==> src/rtl/alu_issue_ctrl.sv <==
// -----------------------------------------------------------------------------
// alu_issue_ctrl
//
// Buffered request/response front end for the combinational ALU.
// Requests are accepted on a valid/ready port and queued in a DEPTH-entry
// FIFO. The FIFO head drives the ALU operand, opcode and shift-amount ports
// directly. When the response register is free, or is being drained in the
// same cycle, the ALU result and flags are captured into it. The head entry
// is then popped, and the capture is stamped with a sequence tag.
//
// Parameters
//   DEPTH            request FIFO entries (power of 2, >= 2)
//
// Ports
//   clock            sole clock, rising edge
//   reset            asynchronous, active-low; clears all state
//   req_valid/ready  request handshake (req_ready = !full)
//   req_opA/opB      32-bit operands
//   req_opcode       5-bit ALU opcode, passed through undecoded
//   req_shamt        5-bit shift amount
//   alu_operandA/B   FIFO head operands to the ALU (0 when empty)
//   alu_opcode       FIFO head opcode to the ALU (0 when empty)
//   alu_shiftamt     FIFO head shift amount to the ALU (0 when empty)
//   alu_result       combinational ALU result
//   alu_isNotEqual   combinational ALU flag
//   alu_isLessThan   combinational ALU flag
//   alu_overflow     combinational ALU flag
//   rsp_valid/ready  response handshake
//   rsp_result       captured ALU result
//   rsp_is*/overflow captured ALU flags
//   rsp_tag          sequence number of the current response
//   ovf_count        saturating count of captures with overflow=1
// -----------------------------------------------------------------------------
module alu_issue_ctrl #(
    parameter int DEPTH = 4
) (
    input  logic        clock,
    input  logic        reset,

    // Request port
    input  logic        req_valid,
    output logic        req_ready,
    input  logic [31:0] req_opA,
    input  logic [31:0] req_opB,
    input  logic [4:0]  req_opcode,
    input  logic [4:0]  req_shamt,

    // ALU drive (from FIFO head)
    output logic [31:0] alu_operandA,
    output logic [31:0] alu_operandB,
    output logic [4:0]  alu_opcode,
    output logic [4:0]  alu_shiftamt,

    // ALU return (combinational)
    input  logic [31:0] alu_result,
    input  logic        alu_isNotEqual,
    input  logic        alu_isLessThan,
    input  logic        alu_overflow,

    // Response port
    output logic        rsp_valid,
    input  logic        rsp_ready,
    output logic [31:0] rsp_result,
    output logic        rsp_isNotEqual,
    output logic        rsp_isLessThan,
    output logic        rsp_overflow,
    output logic [7:0]  rsp_tag,
    output logic [15:0] ovf_count
);

    localparam int PTR_W = $clog2(DEPTH);
    localparam int CNT_W = PTR_W + 1;

    localparam logic [CNT_W-1:0] CNT_FULL = CNT_W'(DEPTH);
    localparam logic [CNT_W-1:0] CNT_ONE  = CNT_W'(1);
    localparam logic [PTR_W-1:0] PTR_ONE  = PTR_W'(1);

    typedef struct packed {
        logic [31:0] op_a;
        logic [31:0] op_b;
        logic [4:0]  opcode;
        logic [4:0]  shamt;
    } req_t;

    // -------------------------------------------------------------------------
    // State
    // -------------------------------------------------------------------------
    req_t              r_mem [DEPTH];
    logic [PTR_W-1:0]  r_wr_ptr;
    logic [PTR_W-1:0]  r_rd_ptr;
    logic [CNT_W-1:0]  r_count;

    logic              r_rsp_valid;
    logic [31:0]       r_rsp_result;
    logic              r_rsp_ne;
    logic              r_rsp_lt;
    logic              r_rsp_ovf;
    logic [7:0]        r_rsp_tag;
    logic [7:0]        r_tag_cnt;
    logic [15:0]       r_ovf_count;

    // -------------------------------------------------------------------------
    // Handshake decode
    // -------------------------------------------------------------------------
    logic              w_full;
    logic              w_empty;
    logic              w_push;
    logic              w_capture;
    logic [CNT_W-1:0]  w_count_nxt;
    req_t              w_head;

    assign w_full  = (r_count == CNT_FULL);
    assign w_empty = (r_count == '0);

    // req_ready depends only on registered occupancy. A pop in the same
    // cycle does not free a slot for a push into a full FIFO, which keeps
    // rsp_ready off the req_ready path.
    assign w_push = req_valid && !w_full;

    // The response register can take a new value when it is empty, or when
    // its current value leaves in this same cycle.
    assign w_capture = !w_empty && (!r_rsp_valid || rsp_ready);

    assign w_head = r_mem[r_rd_ptr];

    // Occupancy: a simultaneous push and pop leave the count unchanged.
    // NOTE: every signal assigned in always_comb receives a default first, so no latch can be inferred.
    always_comb begin
        w_count_nxt = r_count;
        case ({w_push, w_capture})
            2'b10:   w_count_nxt = r_count + CNT_ONE;
            2'b01:   w_count_nxt = r_count - CNT_ONE;
            default: w_count_nxt = r_count;
        endcase
    end

    // -------------------------------------------------------------------------
    // FIFO storage
    // -------------------------------------------------------------------------
    // NOTE: the storage array has no reset. Entries are only visible through the head when the count says they are valid.
    always_ff @(posedge clock) begin
        if (w_push) begin
            r_mem[r_wr_ptr] <= '{op_a:   req_opA,
                                 op_b:   req_opB,
                                 opcode: req_opcode,
                                 shamt:  req_shamt};
        end
    end

    // Pointers wrap naturally because DEPTH is a power of two.
    // NOTE: sequential state uses non-blocking assignments only, so every register samples pre-edge values.
    always_ff @(posedge clock or negedge reset) begin
        if (!reset) begin
            r_wr_ptr <= '0;
            r_rd_ptr <= '0;
            r_count  <= '0;
        end else begin
            if (w_push) begin
                r_wr_ptr <= r_wr_ptr + PTR_ONE;
            end
            if (w_capture) begin
                r_rd_ptr <= r_rd_ptr + PTR_ONE;
            end
            r_count <= w_count_nxt;
        end
    end

    // -------------------------------------------------------------------------
    // Response register, tag counter and overflow counter
    // -------------------------------------------------------------------------
    always_ff @(posedge clock or negedge reset) begin
        if (!reset) begin
            r_rsp_valid  <= 1'b0;
            r_rsp_result <= '0;
            r_rsp_ne     <= 1'b0;
            r_rsp_lt     <= 1'b0;
            r_rsp_ovf    <= 1'b0;
            r_rsp_tag    <= '0;
            r_tag_cnt    <= '0;
            r_ovf_count  <= '0;
        end else begin
            if (w_capture) begin
                r_rsp_valid  <= 1'b1;
                r_rsp_result <= alu_result;
                r_rsp_ne     <= alu_isNotEqual;
                r_rsp_lt     <= alu_isLessThan;
                r_rsp_ovf    <= alu_overflow;
                r_rsp_tag    <= r_tag_cnt;
                r_tag_cnt    <= r_tag_cnt + 8'd1;
                if (alu_overflow && (r_ovf_count != 16'hFFFF)) begin
                    r_ovf_count <= r_ovf_count + 16'd1;
                end
            end else if (r_rsp_valid && rsp_ready) begin
                // Consumed without a replacement. The data fields keep their
                // last value.
                r_rsp_valid <= 1'b0;
            end
        end
    end

    // -------------------------------------------------------------------------
    // Outputs
    // -------------------------------------------------------------------------
    assign req_ready = !w_full;

    // The ALU sees zeros while the FIFO is empty. This avoids exposing stale
    // storage and gives clean values after reset.
    assign alu_operandA = w_empty ? 32'd0 : w_head.op_a;
    assign alu_operandB = w_empty ? 32'd0 : w_head.op_b;
    assign alu_opcode   = w_empty ? 5'd0  : w_head.opcode;
    assign alu_shiftamt = w_empty ? 5'd0  : w_head.shamt;

    assign rsp_valid      = r_rsp_valid;
    assign rsp_result     = r_rsp_result;
    assign rsp_isNotEqual = r_rsp_ne;
    assign rsp_isLessThan = r_rsp_lt;
    assign rsp_overflow   = r_rsp_ovf;
    assign rsp_tag        = r_rsp_tag;
    assign ovf_count      = r_ovf_count;

endmodule

==> config.mk <==
export PLATFORM = sky130hd
export DESIGN_NAME = alu_issue_ctrl
export DESIGN_NICKNAME = d
export VERILOG_FILES = /design/src/rtl/alu_issue_ctrl.sv
export SDC_FILE = /design/constraint.sdc
export NUM_CORES = 1
export LEC_CHECK = 0
export ABC_AREA = 1
export BUFFER_PORTS_ARGS = -buffer_cell sky130_fd_sc_hd__buf_2
export CELL_PAD_IN_SITES_DETAIL_PLACEMENT = 2
export CELL_PAD_IN_SITES_GLOBAL_PLACEMENT = 2
export CORE_MARGIN = 4
export CORE_UTILIZATION = 37
export CTS_CLUSTER_SIZE = 25
export DETAILED_ROUTE_END_ITERATION = 7
export GPL_ROUTABILITY_DRIVEN = 1
export GPL_TIMING_DRIVEN = 1
export PLACE_DENSITY = 0.78
export RECOVER_POWER = 25
export REMOVE_ABC_BUFFERS = 1
export SYNTH_ARGS = -nofsm -noshare
export SYNTH_HDL_FRONTEND = slang
export SYNTH_SLANG_ARGS = --single-unit
==> constraint.sdc <==
create_clock -name clock -period 5.2 [get_ports clock]
set_clock_uncertainty 0.1 [all_clocks]
set_input_delay 0.26 -clock clock [delete_from_list [all_inputs] [get_ports clock]]
set_output_delay 0.26 -clock clock [all_outputs]
set_load 0.02 [all_outputs]
After elaboration in Yosys (flattened, before gate mapping)
Memory sizes are Yosys's and may differ from the RTL's. Cells that the tools add are included.

$add $sub $neg: 6. Equality and inequality tests: 4. Mux-type cells: 9. Reduce and logical (&&, ||, !) cells: 12.

Operators with widths (count): $mux 32 (2); $add 16x1->16 const B (1); $ne 16x16->1 const B (1); $mux 5 (2); $add 8x1->8 const B (1); $pmux 3 s2 (1); $add 2x1->2 const B (2); $logic_and 1x1->1 (4); $mux 1 (4); $reduce_bool 2->1 (2); $add 3x1->3 const B (1); $eq 3x3->1 const B (1); $logic_not 1->1 (3); $logic_not 3->1 (1); $sub 3x1->3 const B (1); $eq 2x1->1 const B (1); $eq 2x2->1 const B (1); $reduce_and 2->1 (1); $logic_or 1x1->1 (1).

Flip-flop bits (word level): 75. Bits in writable memories: 296. Input bits: 113. Output and inout port bits: 135. Word-level logic and storage cells: 43. Memories kept: 1.

Memory list: r_mem (depth 4, bits a word 74, rd ports 1, clocked after memory_dff 0, wr ports 1, RTL line 88) `req_t r_mem [DEPTH];`.

Logic depth before layout (Yosys ltp)
Gate-level depths: netlist (run 1).

Word-level depth: 5. Depth in mapped cells: 11. Depth with buffers taken out: 10.

Worst setup path after synthesis (run 1)
OpenSTA, ideal clock, no wires.

Path type: reg-to-reg. Start: register r_count[0]. End: memory r_mem[0][0] in the netlist's numbering, enable pin. Setup time: 507 ps. Arrival: 3928 ps. Slack: 665 ps. Cell stages (with the launch flop): 5. Buffers on the path: 0. Clock period less this slack: 4535 ps. Cells stage by stage: dfrtp_1 -> nor2_1 -> nand2_1 -> nand2_1 -> nor2_1.

Word-level cells in the longest chain between the ends: 5.

Ends and longest elaborated chain: from (decl) (RTL line 91) `logic [CNT_W-1:0] r_count;`; from (signal assigned) (RTL line 164) `r_count <= w_count_nxt;`; $eq 3x3->1 (RTL line 112) `assign w_full = (r_count == CNT_FULL);`; $logic_not 1->1; via req_ready (RTL line 42) `output logic req_ready,`; $logic_and 1x1->1 (RTL line 118) `assign w_push = req_valid && !w_full;`; $mux 1 (RTL line 142) `if (w_push) begin`; $mux 1 (implied by the code) (RTL line 143) `r_mem[r_wr_ptr] <= '{op_a: req_opA,`; to (decl) (RTL line 88).

The timed path passes the listed nets, and every way through them passes these cells.

Worst setup path after layout (run 1)
Start: register r_rd_ptr[0]. End: output port alu_operandB[8].

Word-level cells in the longest chain between the ends: 2.

Ends and longest elaborated chain: from (decl) (RTL line 90) `logic [PTR_W-1:0] r_rd_ptr;`; from (signal assigned) (RTL line 162) `r_rd_ptr <= r_rd_ptr + PTR_ONE;`; $mem_v2 4x74; $mux 32 (RTL line 209) `assign alu_operandB = w_empty ? 32'd0 : w_head.op_b;`; to (decl) (RTL line 50) `output logic [31:0] alu_operandB,`.

Every way passes these cells.

==> metrics.md, run 1 <==
| Metric | Value |
|---|---|
| Outcome | finished, final reports clean |
| Final worst slack | around 1.4 ns |
| Slew HR | just under 30% |
| Seq/Total Area, Yosys | 72.2% |
| Final hold violation count | 0 |
| Commonest cells after routing, fill and taps aside | nor2_1, edfxtp_1, nand2_1 |
| Syn Inst Count | about 1.3k |
| Drt initial violations | ~520 |
| Ratio of cells with drive above 1 in the final layout | 17.4% |
| Routability Congestion | 0.733 |
| Remaining antenna violation count | 0 |
| Total grt overflow | 0 |
| Clk slew on worst S/H paths | 0.05 ns |
| Via density per instance | 5.08 |
| WP data arrival | 3.43 ns |
| Longest Clk Path Bufs | 3 |
| Largest family of logic cells by synthesized area | simple AND/OR/NAND/NOR gates |
| Worst VDD drop | 261 uV |
| CP Launch Type | flop |
| Delay-heaviest family, CP | buffers and inverters |
| CTS tree | yes |
| Skew-Pair Late Insertion Delay | roughly 0.55 ns |
| First-pass GRT wire length | 76,800 um |
| CP Cell Sequence | buf_4, nor2_1, nor2_1, o21ai_0, a21oi_1, buf_2 |
| Adder-cell share of the synthesized area | 0.722% |
| H-tree depth | 2 |
| Sink Count | 371 |
| IO Pins | 248 |
| Max Cap Viol | 0 |
| Die Wd | ~210 um |
| Largest cells by area after synthesis | edfxtp_1, dfrtp_1, nor2_1, o21ai_0, nand2_1 |
| Pre-CTS setup slack | between 2 and 2.5 ns |
| Final Cycle Share | about 73% |
| Multiplexer share of the synthesized area | 0% |
| RSZ-0062 raised after global routing | no |
| # rows | 73 |
| Setup Viol. Count Final | 0 |
| Setup CP Type | reg2out |
| Worst slew pin tran | 1.06 ns |
| Setup TNS | 0 ns |
| Buffers on Ports | approximately 250 |
| Number of distinct library cells after synthesis | 29 |
| Area share of the largest cell type after synthesis | 59.6% |
| #FFs+latches synth | around 370 |
| Compound-Gate Fraction of Synth Area | 8.09% |
| Hold Crit Class | in2reg |
| Nets | between 1.5k and 2k |
| Most common cell on crit path | nor2_1 |
| Vias in the first global route | ~13k |
| Root Driver | clkbuf_16 |
| Synthesis-to-finish area growth | 27.7% |
| GRT Total Usage | 22.4% |
| Critical Path End Type | primary output |
| Required @ worst endpoint | 4.84 ns |
| Initial antenna violation count | 3 |
| Mean Syn Cell Area | around 11 um^2 |
| Initial Util | 37.4% |
| Most common cell after layout, fill and taps aside | nor2_1 |
| Power Dens Cells | about 630 mW/mm^2 |
| Via count | roughly 11k |
| Static Leak | approximately 7.4 nW |
| Core ar. | 0.0398 mm^2 |
| Final wirelength | 49,300 um |
| Achievable Freq | 264 MHz |
| Worst path slowest cell | dfrtp_4 |
| YS warnings | 0 |
| Period minus WS final | 3.79 ns |
| Die area | 0.0436 mm^2 |
| Largest area contributor in the netlist | edfxtp_1 |
| Drt drc | 0 |
| Simple-Gate Fraction of Synth Area | ~15% |
| Slew Viols, Final | 0 |
| Die Y | around 210 um |
| Post-Synthesis Cell Area | 0.0149 mm^2 |
| Post-synthesis xor/xnor area fraction | 0.940% |
| First-pass iteration count of the detailed router | 4 |
| Slowest stage delay, CP | around 0.9 ns |
| Post-DP HPWL | around 28,000 um |
| CTS Buf Count | 42 |
| Drt wl/cell | roughly 22 um |
| Fill count | 4,078 |
| Buf/Inv on CP | 2 |
| Crit Path Max Fanout | between 80 and 90 |
| Largest net degree at the start of global routing | between 80 and 90 |
[through the flow]
| stage | total power, mW | util, % | area [um^2] | cells | hold slack (ns) |
|---|---|---|---|---|---|
| floorplan | 7.04 | - | 14600 | 1233 | -0.136 |
| global placement | 8.71 | 41.8 | 16600 | 2018 | 0.352 |
| detailed placement | 8.97 | 41.8 | 16600 | 2018 | 0.361 |
| CTS | 12.1 | 48.0 | 19100 | 2206 | 0.296 |
| global route | 12.7 | 47.8 | 19000 | 2208 | 0.335 |
| finish | 12.0 | 47.8 | 19000 | 2208 | 0.312 |
[what timing repair did]
item | 4_1_cts | 5_1_grt
setup buffers | 0 | 0
hold endpoints to repair | 407 | 0
gates resized for setup | 0 | 0
hold buffers | 111 | 0
[power breakdown]
group          internal [mW]  leakage, nW  switching, mW
logic                   1.30         3.13           3.36
clock network           1.78        0.672           1.21
registers               3.96         3.64          0.375
total                   7.04         7.44           4.95
[tightest hold or removal path, stage by stage]
cell,delay (ns)
buf_2,0.09
nand2_1,0.32
xor2_1,0.24
[final cells by class]
| type | count | area (um^2) | share of cell area, % |
|---|---|---|---|
| repair buffers | 371 | 2400 | 12.6 |
| clock inverters | 24 | 246 | 1.29 |
| multi-input cells | 819 | 3670 | 19.3 |
| inverters | 43 | 166 | 0.874 |
| clock buffers | 53 | 1120 | 5.90 |
| flip-flops and latches | 371 | 10800 | 56.6 |
| well taps | 525 | 657 | 3.45 |
| diodes | 2 | 5.00 | 0.0263 |
[synth_stat cells]
master	count
a21oi_1	76
buf_1	9
buf_2	31
buf_4	7
buf_6	2
clkbuf_1	18
clkbuf_2	2
dfrtp_1	75
edfxtp_1	296
fa_1	1
ha_1	7
inv_1	37
inv_2	5
inv_4	1
nand2_1	203
nand2_2	5
nand2_4	1
nand2_8	1
nand3_1	9
nand3_4	1
nand4_1	7
nor2_1	320
nor2_2	2
nor2_4	3
nor3_1	2
o21ai_0	163
o21ai_1	2
xnor2_1	8
xor2_1	8
[sequential cells by signal (all words and copies together) (netlist names)]
register	cells
rsp_result	32
rsp_tag	8
r_count	3
rsp_valid	1
ovf_count	16
rsp_overflow	1
r_rd_ptr	2
r_mem	296
r_wr_ptr	2
rsp_isNotEqual	1
r_tag_cnt	8
rsp_isLessThan	1
[layer usage]
layer  vias to the layer above  share of wire (%)  global-route usage, %
met3                        57                5.1                   4.61
met1                      5758                 40                   27.2
met4                         2                1.6                   5.00
met2                       283                 53                   41.2
li1                       5112                  -                      -
met5                         -              0.014                      0
[cells by family after synthesis]
logic type,count (synthesis)
compound gates,241
buf+inv,112
simple gates,554
fa+ha+maj,8
xor+xnor,16
flops,371
[worst paths after layout]
path | depth (start not counted) | start | to | slack [ns]
hold / removal | 3 | req_valid | r_wr_ptr[0]$_DFFE_PN0P_ | 0.31
hold reg to reg | 2 | rsp_result[5]$_DFFE_PN0P_ | rsp_result[5]$_DFFE_PN0P_ | 0.39
setup reg to reg | 5 | r_count[0]$_DFFE_PN0P_ | r_mem[0][65]$_DFFE_PP_ | 2.31
max in group asynchronous | 2 | reset | r_rd_ptr[0]$_DFFE_PN0P_ | 3.86
setup / recovery | 6 | r_rd_ptr[0]$_DFFE_PN0P_ | alu_operandB[8] | 1.41
min in group asynchronous | 2 | reset | ovf_count[1]$_DFFE_PN0P_ | 0.33
No activity file was read; power rests on OpenSTA's default activity.
==> inputs of run 2 (changes only) <==
CORE_UTILIZATION = 33   (was 37)
PLACE_DENSITY = 0.73   (was 0.78)
clock period = 3.1 ns   (was 5.2 ns; I/O delays follow)
==> run 2 against run 1 <==
Sequential power rose by 65%. Sequential share of layout area is 0.45 points lower. Combinational power rose by 71%. Hold slack got worse by 0.15 ns. Largest power group unchanged. Highest routed layer unchanged.
==> metrics.md, run 2 (same netlist as run 1, synthesis figures left out) <==
| Metric | Value |
|---|---|
| Synthesis-to-finish area growth | 28.7% |
| CTS tree | yes |
| Crit Path Max Fanout | 53 |
| Required @ worst endpoint | around 2.8 ns |
| Initial Util | approximately a third |
| CP Launch Type | flop |
| # rows | 77 |
| Comb power frac | between 40% and 50% |
| Reg power frac | around 36% |
| H-tree depth | 2 |
| Longest Clk Path Bufs | 3 |
| Vias in the first global route | approximately 13k |
| Static Leak | around 7.5 nW |
| Area of the multi-input gates | between 0.003 and 0.004 mm^2 |
| Via count | around 11k |
| Clk slew on worst S/H paths | 0.06 ns |
| CTS Buf Count | between 40 and 50 |
| Routability Congestion | between 0.7 and 0.8 |
| Period minus WS final | 2.73 ns |
| Setup CP Type | reg2out |
| Die Wd | approximately 220 um |
| Max Cap Viol | 0 |
| Net load switching power | between 8 and 9 mW |
| CP Cell Sequence | buf_4, nor2_1, nor2_1, o21ai_0, a21oi_1, buf_2 |
| Remaining antenna violation count | 0 |
| Power Dens Cells | ~1000 mW/mm^2 |
| P_int | around 12 mW |
| Slew Viols, Final | 0 |
| Most common cell after layout, fill and taps aside | nor2_1 |
| Slowest stage delay, CP | approximately 0.54 ns |
| Sink Count | 371 |
| Critical Path End Type | primary output |
| Die area | slightly below 0.05 mm^2 |
| Final wirelength | ~47,000 um |
| Commonest cells after routing, fill and taps aside | nor2_1, edfxtp_1, nand2_1 |
| Buf/Inv on CP | 2 |
| Worst path slowest cell | dfrtp_4 |
| Initial antenna violation count | 7 |
| First-pass GRT wire length | a little over 70,000 um |
| Most common cell on crit path | nor2_1 |
| Total grt overflow | 0 |
| Hold Crit Class | in2reg |
| RSZ-0062 raised after global routing | no |
| Drt drc | 0 |
| Drt initial violations | ~470 |
| Delay-heaviest family, CP | buffers and inverters |
| Ratio of cells with drive above 1 in the final layout | 17.3% |
| Nets | between 1.5k and 2k |
| Setup Viol. Count Final | 0 |
| GRT Total Usage | 19.0% |
| Outcome | finished, final reports clean |
| Slew HR | a little under a third |
| WP data arrival | about 2.5 ns |
| Root Driver | clkbuf_16 |
| Final Cycle Share | 88.1% |
| Register Area | around 0.011 mm^2 |
| Worst slew pin tran | between 1 and 1.5 ns |
| Top reg by flops | r_mem |
| Hold slack | about 0.16 ns |
| IO Pins | 248 |
| Worst VDD drop | between 400 and 500 uV |
| Skew-Pair Late Insertion Delay | roughly 0.55 ns |
| Post-CTS sizing | 0 |
| Share of power burned in the clock network | 23.6% |
| Postcts setup bufs | 0 |
| Drt wl/cell | 20.4 um |
| Buffers on Ports | roughly 250 |
| Fill count | 4,635 |
| Die Y | 221 um |
| Finished Core Util | 43.2% |
| Sw Ratio | 41.1% |
| First-pass iteration count of the detailed router | 4 |
| Core ar. | about 0.044 mm^2 |
| Post-DP HPWL | 27,400 um |
| Achievable Freq | roughly 370 MHz |
| Largest net degree at the start of global routing | 85 |
| Final hold violation count | 0 |
| Via density per instance | 4.85 |
| Max reg flops | between 200 and 300 |
==> run 2: metal layers <==
metal | vias to the layer above | routed length, um | track usage [%]
li1 | 5133 | - | -
met1 | 5633 | 18900 | 22.3
met2 | 248 | 24000 | 34.8
met3 | 60 | 2970 | 5.51
met4 | 4 | 741 | 4.06
met5 | - | 21 | 0
==> run 2: cell type report <==
cell class / count / area share (%)
multi-input combinational: 819 / 19.1
timing repair buffer: 379 / 13.3
sequential: 371 / 56.1
clock inverter: 18 / 0.626
antenna: 5 / 0.0652
inverter: 43 / 0.867
clock buffer: 58 / 6.06
tap: 592 / 3.86
==> run 2: what timing repair did <==
item | CTS | global route
setup endpoints to repair | 0 | 0
hold endpoints to repair | 408 | 0
hold buffers | 111 | 0
==> run 2: stage by stage <==
| stage | cell area, um^2 | cells | TNS [ns] | power, mW | setup WS (ns) |
|---|---|---|---|---|---|
| CTS | 19300 | 2280 | 0 | 20.1 | 0.280 |
| global placement | 16900 | 2093 | 0 | 14.9 | 0.740 |
| finish | 19200 | 2285 | 0 | 19.8 | 0.368 |
| floorplan | 14600 | 1233 | -555.87 | 11.8 | -1.73 |
| detailed placement | 16900 | 2093 | 0 | 15.2 | 0.732 |
| global route | 19200 | 2284 | 0 | 21.2 | 0.151 |
==> run 2: power groups by stage <==
stage | registers, mW | logic, mW | clock network (mW)
after detailed placement | 7.23 | 7.95 | 0
after global routing | 7.27 | 8.86 | 5.05
after floorplan | 7.78 | 4.03 | 0
after global placement | 7.15 | 7.71 | 0
after CTS | 7.15 | 8.12 | 4.84
final | 7.15 | 7.97 | 4.68
==> run 2: worst paths after layout <==
| kind | depth (start not counted) | start | slack, ns | endpoint |
|---|---|---|---|---|
| max in group asynchronous | 2 | reset | 1.92 | r_rd_ptr[0]$_DFFE_PN0P_ |
| hold reg to reg | 2 | rsp_result[15]$_DFFE_PN0P_ | 0.39 | rsp_result[15]$_DFFE_PN0P_ |
| setup / recovery | 6 | r_rd_ptr[0]$_DFFE_PN0P_ | 0.37 | alu_operandA[5] |
| setup reg to reg | 9 | r_count[0]$_DFFE_PN0P_ | 0.75 | r_count[2]$_DFFE_PN0P_ |
| hold / removal | 3 | req_valid | 0.16 | r_wr_ptr[0]$_DFFE_PN0P_ |
| min in group asynchronous | 2 | reset | 0.20 | ovf_count[2]$_DFFE_PN0P_ |
==> run 2: tightest hold or removal path, delay by kind of cell <==
family	cells	cell delay [ns]
xor gates and xnor gates	1	0.23
buffers and inverters	1	0.09
and+or+nand+nor	1	0.29
==> inputs of run 3 (changes only) <==
ABC_AREA = not set   (was 1)
CORE_UTILIZATION = 38   (was 33)
PLACE_DENSITY = 0.74   (was 0.73)
==> run 3 against run 2 <==
Maximum frequency shrank 1.3%. Critical path depth decreased by 2. Sequential cell count is the same. Combinational power shrank 13%.
==> metrics.md, run 3 <==
| Metric | Value |
|---|---|
| Via density per instance | 4.92 |
| Mean Syn Cell Area | 20.7 um^2 |
| Nets | about 1.2k |
| Largest cells by area after synthesis | edfxtp_1, dfrtp_1, mux4_2, mux2_4, and2_1 |
| Area after DPL | about 0.016 mm^2 |
| Hold Crit Class | in2reg |
| Max reg flops | 296 |
| Net load switching power | about 6.6 mW |
| Synthesis-to-finish area growth | 28.5% |
| Most frequent cell after synthesis | edfxtp_1 |
| Async SR Flop Fraction | 20.2% |
| Top reg by flops | r_mem |
| GRT Total Usage | a little under a fifth |
| Final Non-Filler Cells | around 1.6k |
| Slew Viols, Final | 0 |
| Achievable Freq | 361 MHz |
| P_int | 12.1 mW |
| Drt drc | 0 |
| Initial antenna violation count | 4 |
| Hold slack | 0.0186 ns |
| Post-synth EDFFs | between 200 and 300 |
| Drt wl/cell | roughly 24 um |
| Slew HR | slightly above 40% |
| Via count | 8,062 |
| Worst VDD drop | between 400 and 500 uV |
| Main synth FF type | edfxtp_1 |
| First-pass iteration count of the detailed router | 4 |
| Vias in the first global route | 9,496 |
| Number of distinct library cells after synthesis | 36 |
| Routability Congestion | approximately 0.7 |
| Buffers on Ports | approximately 250 |
| Reg power frac | between 30% and 40% |
| IO Pins | between 200 and 250 |
| Drt initial violations | ~370 |
| Total grt overflow | 0 |
| Post-DP HPWL | 24,200 um |
| Placed cells | ~1.5k |
| RSZ-0062 raised after global routing | no |
| CTS Buf Count | 41 |
| Crit Path Max Fanout | 18 |
| Max Cap Viol | 0 |
| H-tree depth | 2 |
| Longest Clk Path Bufs | 3 |
| Area share of the largest cell type after synthesis | between 60% and 70% |
| Ratio of cells with drive above 1 in the final layout | approximately a third |
| Setup Viol. Count Final | 0 |
| Most frequent cells after synthesis | edfxtp_1, and2_1, dfrtp_1 |
| Period minus WS final | approximately 2.8 ns |
| Hold buffers post-CTS | 111 |
| #FFs+latches synth | around 370 |
| Final wirelength | around 40,000 um |
| Die area | between 0.04 and 0.05 mm^2 |
| Final hold violation count | 0 |
| WP data arrival | approximately 2.5 ns |
| Final Cycle Share | between 80% and 90% |
| Syn Inst Count | 704 |
| Setup CP Type | reg2out |
| First-pass GRT wire length | around 60,000 um |
| Clk slew on worst S/H paths | approximately 0.060 ns |
| Largest net degree at the start of global routing | 76 |
| Skew-Pair Late Insertion Delay | 0.53 ns |
| Power Total | roughly 19 mW |
| Required @ worst endpoint | between 2 and 3 ns |
| YS warnings | 0 |
| Seq/Total Area, Yosys | approximately 74% |
| Power Dens Cells | between 900 and 1000 mW/mm^2 |
| Static Leak | roughly 7 nW |
| Remaining antenna violation count | 0 |
| Die Wd | about 200 um |
| Largest area contributor in the netlist | edfxtp_1 |
| Post-CTS sizing | 0 |
| Critical Path End Type | primary output |
| Layout Cell Area excl Fill | around 0.019 mm^2 |
| Initial Util | 38.6% |
| Outcome | finished, final reports clean |
| # rows | 71 |
| Commonest cells after routing, fill and taps aside | edfxtp_1, buf_2, dlygate4sd3_1 |
| Core ar. | ~0.038 mm^2 |
| CP Launch Type | flop |
| Most common cell after layout, fill and taps aside | edfxtp_1 |
| Postcts setup bufs | 0 |
| Setup TNS | 0 ns |
| Root Driver | clkbuf_16 |
| Die Y | about 200 um |
| Comb power frac | 37.1% |
| CTS tree | yes |
| Worst slew pin tran | roughly 0.88 ns |
| Reg-to-reg slack, setup | 0.65 ns |
| Post-Synthesis Cell Area | between 0.01 and 0.015 mm^2 |
| Share of power burned in the clock network | between 20% and 30% |
| Sw Ratio | between 30% and 40% |
| Sink Count | 371 |
-- run 3: cell count changes in the layout (fill, tap and decap cells not counted), sizes merged, moves of 48 or more --
cell   before  now
nor2      325    4
nand2     210    8
o21ai     165    1
and2        0   78
a21oi      76    0
mux4        0   74
mux2        0   48
-- run 3: worst paths after layout --
kind | from | to | cells past startpoint
min in group asynchronous | reset | ovf_count[0]$_DFFE_PN0P_ | 2
max in group asynchronous | reset | rsp_result[3]$_DFFE_PN0P_ | 3
hold reg to reg | r_tag_cnt[7]$_DFFE_PN0P_ | r_tag_cnt[7]$_DFFE_PN0P_ | 1
setup reg to reg | rsp_valid$_DFFE_PN0P_ | r_count[2]$_DFFE_PN0P_ | 8
setup / recovery | r_rd_ptr[0]$_DFFE_PN0P_ | alu_operandA[30] | 4
hold / removal | alu_overflow | ovf_count[13]$_DFFE_PN0P_ | 4
-- run 3: area by class of cell --
| type | instances | area, um^2 |
|---|---|---|
| Fill cell | 3458 | 19000 |
| Sequential cell | 371 | 10800 |
| Multi-Input combinational cell | 292 | 3560 |
| Timing Repair Buffer | 378 | 2510 |
| Clock buffer | 58 | 1110 |
| Tap cell | 511 | 639 |
| Clock inverter | 16 | 82.6 |
| Inverter | 9 | 33.8 |
| Antenna cell | 4 | 10.0 |
-- run 3: worst max-delay path, cell delays in order (launching register included) --
cell,delay (ns)
dfrtp_4,0.69
buf_4,0.36
mux4_2,0.55
and2_1,0.20
buf_2,0.17
-- run 3: power groups by stage --
stage | registers, mW | clock network [mW] | logic (mW)
floorplan | 7.77 | 0 | 3.94
global placement | 7.27 | 0 | 6.71
detailed placement | 7.36 | 0 | 6.87
CTS | 7.29 | 4.56 | 7.04
global route | 7.43 | 4.81 | 7.42
finish | 7.29 | 4.45 | 6.93
-- run 3: logic make-up (layout without fill, tap and decap cells) --
| kind of cell | Yosys count | count (layout) | share of synthesized area, % |
|---|---|---|---|
| DFF | 371 | 371 | 73.9 |
| and+or+nand+nor | 132 | 132 | 5.62 |
| muxes | 123 | 123 | 16.2 |
| buffers and inverters | 41 | 461 | 1.83 |
| xor gates and xnor gates | 25 | 25 | 1.50 |
| adders and majority gates | 8 | 8 | 0.739 |
| AOI/OAI and AO/OA | 4 | 4 | 0.189 |
| other | 0 | 4 | 0 |
-- run 3: metrics by stage --
| step | worst slack [ns] | util, % |
|---|---|---|
| after floorplan | -1.00 | - |
| after global placement | 0.745 | 43.6 |
| after detailed placement | 0.730 | 43.6 |
| after CTS | 0.256 | 49.7 |
| after global routing | 0.195 | 49.6 |
| final | 0.333 | 49.6 |
-- run 3: per-layer routing --
| layer | track usage (%) | share of wire [%] |
|---|---|---|
| met3 | 4.87 | 6.6 |
| met1 | 24.2 | 40 |
| met4 | 4.02 | 1.6 |
| met2 | 33.7 | 51 |
| met5 | 0 | 0 |
